## src/rtl/rm_pkg.sv

```systemverilog
// Shared definitions for the simple RISC machine controller:
// FSM state encoding, instruction opcode/op fields and write-back select codes.
package rm_pkg;

    typedef enum logic [2:0] {
        S_WAIT   = 3'd0,
        S_DECODE = 3'd1,
        S_GET_A  = 3'd2,
        S_GET_B  = 3'd3,
        S_ALU    = 3'd4,
        S_WR_REG = 3'd5,
        S_WR_IMM = 3'd6
    } state_t;

    // Instruction class (IR[15:13])
    localparam logic [2:0] OPC_MOV = 3'b110;
    localparam logic [2:0] OPC_ALU = 3'b101;

    // op field (IR[12:11]) under OPC_MOV
    localparam logic [1:0] MOV_IMM = 2'b10;
    localparam logic [1:0] MOV_REG = 2'b00;

    // op field (IR[12:11]) under OPC_ALU; doubles as the ALU operation code
    localparam logic [1:0] ALU_ADD = 2'b00;
    localparam logic [1:0] ALU_CMP = 2'b01;
    localparam logic [1:0] ALU_AND = 2'b10;
    localparam logic [1:0] ALU_MVN = 2'b11;

    // Register-file write-back source
    localparam logic VSEL_C   = 1'b0;
    localparam logic VSEL_IMM = 1'b1;

endpackage

```

## src/rtl/rm_instr_decode.sv

```systemverilog
// Combinational instruction decoder: splits the latched IR into its fields,
// classifies it, flags undefined encodings and sign-extends the 8-bit immediate.
module rm_instr_decode
    import rm_pkg::*;
#(
    parameter int DATA_W = 16
) (
    input  logic [15:0]       ir,
    output logic [1:0]        op,
    output logic [2:0]        rn,
    output logic [2:0]        rd,
    output logic [1:0]        sh,
    output logic [2:0]        rm,
    output logic              is_mov_imm,
    output logic              is_mov_reg,
    output logic              is_alu,
    output logic              legal,
    output logic [DATA_W-1:0] sximm8
);

    logic [2:0] opcode;

    assign opcode = ir[15:13];
    assign op     = ir[12:11];
    assign rn     = ir[10:8];
    assign rd     = ir[7:5];
    assign sh     = ir[4:3];
    assign rm     = ir[2:0];

    // Every op under the ALU opcode is defined; only two ops under MOV are.
    assign is_mov_imm = (opcode == OPC_MOV) && (op == MOV_IMM);
    assign is_mov_reg = (opcode == OPC_MOV) && (op == MOV_REG);
    assign is_alu     = (opcode == OPC_ALU);
    assign legal      = is_mov_imm | is_mov_reg | is_alu;

    assign sximm8 = {{(DATA_W-8){ir[7]}}, ir[7:0]};

endmodule

```

## src/rtl/rm_ctrl_fsm.sv

```systemverilog
// Multi-cycle controller for the RISC machine datapath. Latches one instruction
// per start handshake and sequences register-file reads/writes and the
// A/B/C/status load strobes. Outputs are Moore: decoded from state and IR only.
module rm_ctrl_fsm
    import rm_pkg::*;
#(
    parameter int DATA_W = 16
) (
    input  logic              clk,
    input  logic              rst_n,
    input  logic              s,
    input  logic [15:0]       instr,
    output logic              w,
    output logic [2:0]        readnum,
    output logic [2:0]        writenum,
    output logic              write,
    output logic              loada,
    output logic              loadb,
    output logic              loadc,
    output logic              loads,
    output logic              asel,
    output logic              vsel,
    output logic [1:0]        shift,
    output logic [1:0]        alu_op,
    output logic [DATA_W-1:0] sximm8,
    output logic              err
);

    state_t      state_reg;
    state_t      state_next;
    logic [15:0] ir_reg;

    logic [1:0]  op;
    logic [2:0]  rn;
    logic [2:0]  rd;
    logic [1:0]  sh;
    logic [2:0]  rm;
    logic        is_mov_imm;
    logic        is_mov_reg;
    logic        is_alu;
    logic        legal;

    rm_instr_decode #(
        .DATA_W (DATA_W)
    ) u_decode (
        .ir         (ir_reg),
        .op         (op),
        .rn         (rn),
        .rd         (rd),
        .sh         (sh),
        .rm         (rm),
        .is_mov_imm (is_mov_imm),
        .is_mov_reg (is_mov_reg),
        .is_alu     (is_alu),
        .legal      (legal),
        .sximm8     (sximm8)
    );

    // State register; reset drops straight back to WAIT so an aborted
    // instruction can never reach a write state.
    always_ff @(posedge clk or negedge rst_n) begin
        if (!rst_n) begin
            state_reg <= S_WAIT;
        end else begin
            state_reg <= state_next;
        end
    end

    // Instruction register: loaded only on an accepted start in WAIT.
    always_ff @(posedge clk or negedge rst_n) begin
        if (!rst_n) begin
            ir_reg <= 16'h0000;
        end else if ((state_reg == S_WAIT) && s) begin
            ir_reg <= instr;
        end
    end

    // Next-state and Moore output decode; every strobe defaults to inactive.
    always_comb begin
        state_next = state_reg;
        w          = 1'b0;
        readnum    = 3'd0;
        writenum   = 3'd0;
        write      = 1'b0;
        loada      = 1'b0;
        loadb      = 1'b0;
        loadc      = 1'b0;
        loads      = 1'b0;
        asel       = 1'b0;
        vsel       = VSEL_C;
        shift      = 2'b00;
        alu_op     = 2'b00;
        err        = 1'b0;

        case (state_reg)
            S_WAIT: begin
                w = 1'b1;
                if (s) begin
                    state_next = S_DECODE;
                end
            end
            S_DECODE: begin
                if (!legal) begin
                    err        = 1'b1;
                    state_next = S_WAIT;
                end else if (is_mov_imm) begin
                    state_next = S_WR_IMM;
                end else if (is_mov_reg || (is_alu && (op == ALU_MVN))) begin
                    // Single-operand instructions skip the A fetch.
                    state_next = S_GET_B;
                end else begin
                    state_next = S_GET_A;
                end
            end
            S_GET_A: begin
                readnum    = rn;
                loada      = 1'b1;
                state_next = S_GET_B;
            end
            S_GET_B: begin
                readnum    = rm;
                loadb      = 1'b1;
                shift      = sh;
                state_next = S_ALU;
            end
            S_ALU: begin
                shift  = sh;
                alu_op = is_alu ? op : ALU_ADD;
                // MOV reg computes 0 + shifted Rm, so A is forced to zero.
                asel   = is_mov_reg;
                if (is_alu && (op == ALU_CMP)) begin
                    loads      = 1'b1;
                    state_next = S_WAIT;
                end else begin
                    loadc      = 1'b1;
                    state_next = S_WR_REG;
                end
            end
            S_WR_REG: begin
                writenum   = rd;
                vsel       = VSEL_C;
                write      = 1'b1;
                state_next = S_WAIT;
            end
            S_WR_IMM: begin
                writenum   = rn;
                vsel       = VSEL_IMM;
                write      = 1'b1;
                state_next = S_WAIT;
            end
            default: begin
                state_next = S_WAIT;
            end
        endcase
    end

endmodule

```

## config.mk

```make
export PLATFORM = sky130hd
export DESIGN_NAME = rm_ctrl_fsm
export DESIGN_NICKNAME = d
export VERILOG_FILES = /design/src/rtl/rm_pkg.sv /design/src/rtl/rm_instr_decode.sv /design/src/rtl/rm_ctrl_fsm.sv
export SDC_FILE = /design/constraint.sdc
export NUM_CORES = 1
export LEC_CHECK = 0
export ABC_AREA = 1
export ABC_CLOCK_PERIOD_IN_PS = 2750
export CORE_MARGIN = 3
export CORE_UTILIZATION = 44
export DETAILED_ROUTE_END_ITERATION = 16
export GPL_TIMING_DRIVEN = 0
export PLACE_DENSITY = 0.86
export SYNTH_ARGS = -nofsm -noshare
export SYNTH_HDL_FRONTEND = slang
export SYNTH_SLANG_ARGS = --single-unit
```

## constraint.sdc

```tcl
create_clock -name clk -period 2.75 [get_ports clk]
set_clock_uncertainty 0.2 [all_clocks]
set_input_delay 0.275 -clock clk [delete_from_list [all_inputs] [get_ports clk]]
set_output_delay 0.275 -clock clk [all_outputs]
set_load 0.005 [all_outputs]
```

==> metrics.txt, run 1 <==
post-synth net total=166; DRT Pass-1 Iters=4; CTS tree=done; Avg Vias per Cell=around 4.7; CP max FO=5; TritonCTS Buffers=3; first-pass GRT wire length=4560 microns; worst setup margin=about 0.34 ns; Max IR drop VDD=between 600 and 700 uV; clk slew on worst S/H paths=around 0.11 ns; final setup vio count=0; top post-synthesis cells by area=dfrtp_1 (41%), buf_4 (11%), nand2_1 (9.6%), a21oi_2 (6.8%), inv_1 (5.8%); top-area cell type share of the netlist area=40.7%; total setup buffers inserted after CTS=0; startpoint types=flop; H-tree Lvls=1; final net count=approximately 220; final hold vios=0; Area Overhead vs Synth=50.1%; Final Critical Period=~2.4 ns; maximum clock path buffer count=2; most common cell after layout, fill and taps aside=clkdlybuf4s50_1; cts repair resizes=0; PwrDens=a little under 1000 mW/mm^2; max_cap viols=0; Data required, critical path=approximately 2.3 ns; crit end category=primary output; slew margin rel.=44.4%; # diodes=0; Rows=18; Worst-Margin Slew=roughly 0.83 ns; hold_buf cts=0; area occupied by multi-input gates=453 sq um; Synth cell types=21; Mapped Area=between 0.001 and 0.0015 sq mm; # fillers=199; largest net degree at the start of global routing=20; routed wire length=around 2700 microns; Clock Latency Late Sink=0.29 ns; Critical Setup Path Class=flop to primary output; Synth Area per Inst=roughly 7.9 sq um; Storage cell area=475 sq um; Layout Cells excl Fill=between 200 and 250; RSZ-0062 raised after global routing=no; Detail Route Antenna Nets=0; Core ar.=0.00250 sq mm; grt ovf=0; gpl congestion=a little under 0.8; hold_ws=0.102 ns; Placed Cells=229; number of clock sinks=19; post-synth top area cell=dfrtp_1; Root Driver=clkbuf_4; via count=1,101; CP arrival=approximately 1.9 ns; Max Fclk=approximately 410 MHz; share of cells above drive strength 1=between 15 and 20%; initial antenna violation count=0; Slew Limit Fails=0; register area share after synthesis=between 40 and 50%; GRT Util Overall=between 10% and 20%; max FFs per register=16; post-DP HPWL=approximately 2300 microns; Die X=about 58 microns; Mapped Cells=between 100 and 150; Die ar.=0.00331 sq mm; PortBufs=52; HP Class=input pin to flop; Iteration-0 DRC Markers=18; Starting Density=about 47%; chip height=approximately 58 microns; post-route DRC violation count=0; period utilization=87.7%; run status=finished clean; post-synthesis register bit count=19; vias in the first global route=1,084; leakage=0.846 nW; IO Count=54; setup TNS=0 ns; Yosys warning count=0; Setup WS pre-CTS=around 0.68 ns; WL/cell=approximately 12 microns; most frequent cells in the layout=clkdlybuf4s50_1 (52), nand2_1 (30), dfrtp_1 (19), inv_1 (18), buf_4 (17)
## area by class of cell
class	count	area share, %
Buffer	19	9.07
Clock buffer	4	1.50
Inverter	20	4.57
Multi-Input combinational cell	89	25.9
Sequential cell	19	27.1
Tap cell	30	2.14
Timing Repair Buffer	52	29.7
## critical path, cell delays in order (launching register included)
cell and delay (ns):
dfrtp_1 0.43, inv_1 0.10, nor3_1 0.30, nor3b_1 0.27, clkdlybuf4s50_1 0.55
## stage by stage
stage / instance area (sq um) / util (%) / power (W)
detailed placement: 1730 / 69.0 / 0.00160
CTS: 1750 / 70.1 / 0.00175
floorplan: 1170 / - / 0.00113
global placement: 1730 / 69.0 / 0.00156
global route: 1750 / 70.1 / 0.00187
finish: 1750 / 70.1 / 0.00173
## synthesized netlist by cell type
master	count
buf_6	1
nand2_2	1
inv_1	18
a21oi_1	2
buf_4	17
nor2_1	16
nand2_8	1
nor2_2	5
nand3_1	12
inv_6	1
nor3b_1	1
o21ai_0	4
nand4_1	1
inv_2	1
nor3_1	3
a21oi_2	9
nand2_1	30
o22ai_1	3
buf_12	1
dfrtp_1	19
nor4_1	1
## layer usage
layer	part of all wire (%)	vias to the layer above	global-route usage [%]
li1	-	559	-
met1	36	494	19.2
met2	56	48	33.2
met3	8.1	0	4.75
met4	0	0	2.98
met5	0	-	0
## power by group
| group | total (W) | switching (W) | internal, W |
|---|---|---|---|
| logic | 0.00106 | 0.000452 | 0.000609 |
| clock network | 0.000142 | 0.0000857 | 0.0000563 |
| registers | 0.000525 | 0.000117 | 0.000408 |
## cell families (layout without fill, tap and decap cells)
family | count (synthesis) | count (layout) | share of synthesized area, %
compound gates | 18 | 18 | 10.9
simple gates | 71 | 71 | 27.9
flops | 19 | 19 | 40.7
buf+inv | 39 | 95 | 20.5
## path summary, 6_finish.rpt
path	endpoint	slack, ns	cells past startpoint	from
worst max register to register	ir_reg[9]$_DFFE_PN0P_	1.26	7	state_reg[1]$_DFFE_PN0P_
worst min-delay path	ir_reg[12]$_DFFE_PN0P_	0.10	3	s
min in group asynchronous	ir_reg[4]$_DFFE_PN0P_	0.25	1	rst_n
max in group asynchronous	ir_reg[6]$_DFFE_PN0P_	1.59	1	rst_n
worst min register to register	ir_reg[14]$_DFFE_PN0P_	0.31	2	ir_reg[14]$_DFFE_PN0P_
worst max-delay path	err	0.34	4	state_reg[0]$_DFFE_PN0P_
(Power assumes the default switching activity.)
==> run 2, diff against run 1 <==
--- a/config.mk
+++ b/config.mk
@@ -11,7 +11,7 @@
 export CORE_UTILIZATION = 44
 export DETAILED_ROUTE_END_ITERATION = 16
 export GPL_TIMING_DRIVEN = 0
-export PLACE_DENSITY = 0.86
+export PLACE_DENSITY = 0.94
 export SYNTH_ARGS = -nofsm -noshare
 export SYNTH_HDL_FRONTEND = slang
 export SYNTH_SLANG_ARGS = --single-unit
==> run 2 against run 1 <==
Cell count is the same. Maximum frequency shrank 2.0%. Setup slack lost 0.050 ns. Wire length is 3.6% lower. Critical path type unchanged. Critical endpoint unchanged. Largest power group unchanged.
==> metrics.txt, run 2 (same netlist as run 1, synthesis figures left out) <==
post-DP HPWL=2050 microns (was 2290 microns); Storage cell area=475 sq um (unchanged); TritonCTS Buffers=3 (unchanged); crit end category=primary output (unchanged); HP Class=input pin to flop (unchanged); GRT Util Overall=18.1% (was 17.4%); Max Fclk=406 MHz (was 415 MHz); startpoint types=flop (unchanged); slew margin rel.=45.8% (was 44.4%); Root Driver=clkbuf_4 (unchanged); chip height=57.5 microns (unchanged); period utilization=89.5% (was 87.7%); setup TNS=0 ns (unchanged); gpl congestion=0.802 (was 0.778); total setup buffers inserted after CTS=0 (unchanged); RR Startpoint=state_reg[0]$_DFFE_PN0P_ (was state_reg[1]$_DFFE_PN0P_); Final Critical Period=2.46 ns (was 2.41 ns); Area Overhead vs Synth=50.2% (was 50.1%); Worst Hold End=ir_reg[2]$_DFFE_PN0P_ (was ir_reg[12]$_DFFE_PN0P_); grt ovf=0 (unchanged); CTS tree=done (unchanged); WL/cell=11.4 microns (was 11.8 microns); Top Metal Used=met4 (was met3); Clock Latency Late Sink=0.31 ns (was 0.29 ns); share of cells above drive strength 1=20.2% (was 19.7%); Psw=0.000657 W (was 0.000654 W); sw frac=38.0% (was 37.9%); Rows=18 (unchanged); CP max FO=6 (was 5); Die X=57.5 microns (unchanged); M1 WL=1120 microns (was 992 microns); Clk network pwr share=8.7% (was 8.2%); Starting Density=46.7% (unchanged); most common cell after layout, fill and taps aside=clkdlybuf4s50_1 (unchanged); initial antenna violation count=0 (unchanged); crit-path cells=nor3_1 > nor3b_1 > clkdlybuf4s50_1 (was inv_1 > nor3_1 > nor3b_1 > clkdlybuf4s50_1); final setup vio count=0 (unchanged); PortBufs=52 (unchanged); final net count=223 (unchanged); CP arrival=1.99 ns (was 1.94 ns); first-pass GRT wire length=4540 microns (was 4560 microns); hold_buf cts=0 (unchanged); slowest stage delay, CP=0.55 ns (about the same); sequential power share=30.3% (was 30.4%); hold_sp=s (unchanged); PwrDens=986 mW/mm^2 (about the same); Core ar.=0.00250 sq mm (unchanged); DRT Pass-1 Iters=4 (unchanged); run status=finished clean (unchanged); Critical Setup Path Class=flop to primary output (unchanged); max FFs per register=16 (unchanged); most frequent cells in the layout=clkdlybuf4s50_1 (52), nand2_1 (30), dfrtp_1 (19), inv_1 (18), buf_4 (17) (unchanged); routed wire length=2650 microns (was 2750 microns); Slew Limit Fails=0 (unchanged); Detail Route Antenna Nets=0 (unchanged); routed wl met2=1290 microns (was 1530 microns); Avg Vias per Cell=4.78 (was 4.73); via count=1,113 (was 1,101); RSZ-0062 raised after global routing=no (unchanged); FF-to-FF End=ir_reg[10]$_DFFE_PN0P_ (was ir_reg[9]$_DFFE_PN0P_); post-route DRC violation count=0 (unchanged); clk slew on worst S/H paths=0.11 ns (about the same); final hold vios=0 (unchanged); number of clock sinks=19 (unchanged); Iteration-0 DRC Markers=21 (was 18); area occupied by multi-input gates=453 sq um (unchanged); CP bufs+invs=1 (was 2); R2R Setup Slk=1.26 ns (about the same); cell-internal power=0.00107 W (about the same); Data required, critical path=2.28 ns (about the same); Hold Path Stages=3 (unchanged); maximum clock path buffer count=2 (unchanged); Worst-Margin Slew=0.811 ns (was 0.831 ns); reg2reg path depth=7 (unchanged); combinational power share=60.9% (was 61.4%); Max IR drop VDD=738 uV (was 680 uV); Total Power=0.00173 W (about the same); cts repair resizes=0 (unchanged); # diodes=0 (unchanged); max_cap viols=0 (unchanged); met3 routed WL=187 microns (was 223 microns); Die ar.=0.00331 sq mm (unchanged); largest net degree at the start of global routing=20 (unchanged); CP max-delay cell=clkdlybuf4s50_1 (unchanged); vias in the first global route=1,010 (was 1,084); H-tree Lvls=1 (unchanged); # fillers=193 (was 199); leakage=0.849 nW (was 0.846 nW); IO Count=54 (unchanged); crit-path leading delay family=simple AND/OR/NAND/NOR gates (was buffers and inverters)
==> run 2: cell count changes in the layout (fill, tap and decap cells not counted) <==
cell	delta
clkinv_2	+1
clkbuf_1	-1
==> run 2: how the worst max path moves through the flow <==
| stage | from | endpoint | slack (ns) | cells after the start |
|---|---|---|---|---|
| 3_3_place_gp | state_reg[1]$_DFFE_PN0P_ | err | 0.66 | 3 |
| 6_report | state_reg[1]$_DFFE_PN0P_ | err | 0.29 | 3 |
| 5_1_grt | state_reg[0]$_DFFE_PN0P_ | err | 0.16 | 4 |
| 4_1_cts | state_reg[1]$_DFFE_PN0P_ | err | 0.29 | 3 |
| 2_1_floorplan | state_reg[1]$_DFFE_PN0P_ | err | 1.31 | 2 |
| 3_5_place_dp | state_reg[1]$_DFFE_PN0P_ | err | 0.65 | 3 |
==> run 2: per-layer routing <==
| layer | global-route usage (%) | up-vias |
|---|---|---|
| li1 | - | 565 |
| met1 | 22.2 | 503 |
| met2 | 29.0 | 39 |
| met3 | 4.07 | 6 |
| met4 | 10.3 | 0 |
| met5 | 0 | - |
==> run 2: tightest hold or removal path, stage by stage <==
cell,delay [ns]
buf_4,0.16
nand3_1,0.09
nand2_1,0.05
==> run 2: cell type report <==
cell class              instances  area share [%]
repair buffers                 52            29.7
flip-flops and latches         19            27.1
multi-input cells              89            25.8
plain buffers                  19            9.06
inverters                      20            4.57
well taps                      30            2.14
clock buffers                   3            1.28
clock inverters                 1           0.286
==> run 2: metrics by stage <==
| stage | instance area [sq um] | cells | util [%] | hold slack, ns | worst slack, ns |
|---|---|---|---|---|---|
| 3_3_place_gp | 1730 | 229 | 69.0 | 0.282 | 0.662 |
| 3_5_place_dp | 1730 | 229 | 69.0 | 0.291 | 0.645 |
| 2_1_floorplan | 1170 | 147 | - | -0.221 | 1.31 |
| 5_1_grt | 1750 | 233 | 70.1 | 0.0826 | 0.162 |
| 4_1_cts | 1750 | 233 | 70.1 | 0.0708 | 0.290 |
| 6_report | 1750 | 233 | 70.1 | 0.0771 | 0.288 |
==> run 2: power groups by stage <==
stage	Clock, W	Combinational, W	Sequential (W)
final	0.000150	0.00105	0.000525
after global routing	0.000162	0.00116	0.000547
after CTS	0.000154	0.00107	0.000523
after detailed placement	0	0.00106	0.000529
after global placement	0	0.00104	0.000521
after floorplan	0	0.000623	0.000503
==> run 3, diff against run 2 <==
--- a/config.mk
+++ b/config.mk
@@ -8,10 +8,10 @@
 export ABC_AREA = 1
 export ABC_CLOCK_PERIOD_IN_PS = 2750
 export CORE_MARGIN = 3
-export CORE_UTILIZATION = 44
+export CORE_UTILIZATION = 30
 export DETAILED_ROUTE_END_ITERATION = 16
 export GPL_TIMING_DRIVEN = 0
-export PLACE_DENSITY = 0.94
+export PLACE_DENSITY = 0.7
 export SYNTH_ARGS = -nofsm -noshare
 export SYNTH_HDL_FRONTEND = slang
 export SYNTH_SLANG_ARGS = --single-unit
==> run 3 against run 2 <==
Flip-flop and latch count stayed put. Sequential share of layout area is 0.62 points lower. Maximum frequency rose by 2.9%. Combinational power about the same. Clock-buffer cell count is the same. Cell count is 7.7% higher. Wire length up 2.4%. Non-clock buffer count unchanged. Final area increased by 2.4%. Die area is 41% higher. Via count down 3.2%. Critical endpoint unchanged. Largest cell class unchanged. Largest power group unchanged.
==> metrics.txt, run 3 (same netlist as run 1, synthesis figures left out) <==
slew margin rel.=41.1% (was 45.8%); Die X=68.4 microns (was 57.5 microns); Final Critical Period=2.39 ns (was 2.46 ns); post-DP HPWL=2140 microns (was 2050 microns); period utilization=87.0% (was 89.5%); crit-path leading delay family=buffers and inverters (was simple AND/OR/NAND/NOR gates); vias in the first global route=939 (was 1,010); TritonCTS Buffers=3 (unchanged); startpoint types=flop (unchanged); # fillers=382 (was 193); chip height=68.4 microns (was 57.5 microns); CP max FO=5 (was 6); hold_ws=0.142 ns (was 0.0771 ns); hold_buf cts=0 (unchanged); clk slew on worst S/H paths=0.08 ns (was 0.11 ns); M2 GR Usage=19.9% (was 29.0%); Rows=22 (was 18); Root Driver=clkbuf_8 (was clkbuf_4); GRT Util Overall=12.5% (was 18.1%); largest net degree at the start of global routing=20 (unchanged); Starting Density=31.4% (was 46.7%); routed wire length=2710 microns (was 2650 microns); slowest stage delay, CP=0.55 ns (about the same); gpl congestion=0.778 (was 0.802); share of cells above drive strength 1=20.2% (unchanged); Core ar.=0.00372 sq mm (was 0.00250 sq mm); crit end category=primary output (unchanged); Die ar.=0.00468 sq mm (was 0.00331 sq mm); most frequent cells in the layout=clkdlybuf4s50_1 (52), nand2_1 (30), dfrtp_1 (19), inv_1 (18), buf_4 (17) (unchanged); Max IR drop VDD=447 uV (was 738 uV); final hold vios=0 (unchanged); HP Class=input pin to flop (unchanged); R2R Setup Slk=1.27 ns (was 1.26 ns); total setup buffers inserted after CTS=0 (unchanged); PwrDens=987 mW/mm^2 (was 986 mW/mm^2); most common cell after layout, fill and taps aside=clkdlybuf4s50_1 (unchanged); # diodes=0 (unchanged); grt ovf=0 (unchanged); leakage=0.857 nW (was 0.849 nW); Max Fclk=418 MHz (was 406 MHz); Slew Limit Fails=0 (unchanged); Iteration-0 DRC Markers=33 (was 21); Worst-Margin Slew=0.881 ns (was 0.811 ns); max FFs per register=16 (unchanged); Clock Latency Late Sink=0.26 ns (was 0.31 ns); IO Count=54 (unchanged); H-tree Lvls=1 (unchanged); cts repair resizes=0 (unchanged); maximum clock path buffer count=2 (unchanged); crit-path cells=inv_1 > nor3_1 > nor3b_1 > clkdlybuf4s50_1 (was nor3_1 > nor3b_1 > clkdlybuf4s50_1); GR Util met3=3.45% (was 4.07%); M1 GR Usage=16.0% (was 22.2%); area occupied by multi-input gates=453 sq um (unchanged); final net count=223 (unchanged); DRT Pass-1 Iters=4 (unchanged); CP max-delay cell=clkdlybuf4s50_1 (unchanged); Critical Setup Path Class=flop to primary output (unchanged); RSZ-0062 raised after global routing=no (unchanged); Area Overhead vs Synth=53.7% (was 50.2%); max_cap viols=0 (unchanged); post-route DRC violation count=0 (unchanged); CTS tree=done (unchanged); PortBufs=52 (unchanged); CP arrival=1.92 ns (was 1.99 ns); Data required, critical path=2.28 ns (about the same); via count=1,077 (was 1,113); Storage cell area=475 sq um (unchanged); WL/cell=10.8 microns (was 11.4 microns); setup TNS=0 ns (unchanged); initial antenna violation count=0 (unchanged); first-pass GRT wire length=4300 microns (was 4540 microns); CP bufs+invs=2 (was 1); final setup vio count=0 (unchanged); Detail Route Antenna Nets=0 (unchanged); run status=finished clean (unchanged); number of clock sinks=19 (unchanged); Avg Vias per Cell=4.29 (was 4.78); busiest grt layer=met2 (unchanged)
-- run 3: cell counts in the layout (fill, tap and decap cells not counted) --
Identical to the previous run, type by type.
-- run 3: layout make-up --
cell class,instances,share of cell area [%]
Sequential cell,19,26.5
Tap cell,48,3.35
Timing Repair Buffer,52,29.0
Buffer,19,8.86
Clock buffer,3,2.30
Multi-Input combinational cell,89,25.2
Clock inverter,1,0.279
Inverter,20,4.46
-- run 3: report_power, final --
part           leakage [nW]  switching [W]  internal, W
clock                0.0255      0.0000959     0.000101
sequential            0.224       0.000113     0.000409
combinational         0.607       0.000444     0.000609
total                 0.857       0.000653      0.00112
-- run 3: worst paths after layout --
path,from,endpoint,cells after the start
hold reg to reg,ir_reg[1]$_DFFE_PN0P_,ir_reg[1]$_DFFE_PN0P_,2
hold / removal,s,ir_reg[0]$_DFFE_PN0P_,3
setup reg to reg,state_reg[0]$_DFFE_PN0P_,ir_reg[8]$_DFFE_PN0P_,7
max in group asynchronous,rst_n,ir_reg[11]$_DFFE_PN0P_,1
min in group asynchronous,rst_n,ir_reg[5]$_DFFE_PN0P_,1
setup / recovery,state_reg[0]$_DFFE_PN0P_,err,4
-- run 3: through the flow --
stage / std cells / util, % / area [sq um] / total power, W / setup WS [ns]
3_5_place_dp: 247 / 47.0 / 1750 / 0.00160 / 0.634
6_report: 251 / 48.3 / 1790 / 0.00177 / 0.357
5_1_grt: 251 / 48.3 / 1790 / 0.00193 / 0.195
2_1_floorplan: 147 / - / 1170 / 0.00113 / 1.31
3_3_place_gp: 247 / 47.0 / 1750 / 0.00158 / 0.639
4_1_cts: 251 / 48.3 / 1790 / 0.00180 / 0.332
-- run 3: worst register-to-register path: stages (launching register included) --
cell     delay [ns]
dfrtp_1        0.43
nor2_2         0.16
nand2_2        0.10
inv_6          0.11
nand2_8        0.08
buf_12         0.16
nor2_2         0.09
a21oi_2        0.04
-- run 3: layer usage --
metal / vias up / routed length (microns)
li1: 560 / -
met1: 473 / 1160
met2: 40 / 1280
met3: 4 / 236
met4: 0 / 34
met5: - / 0
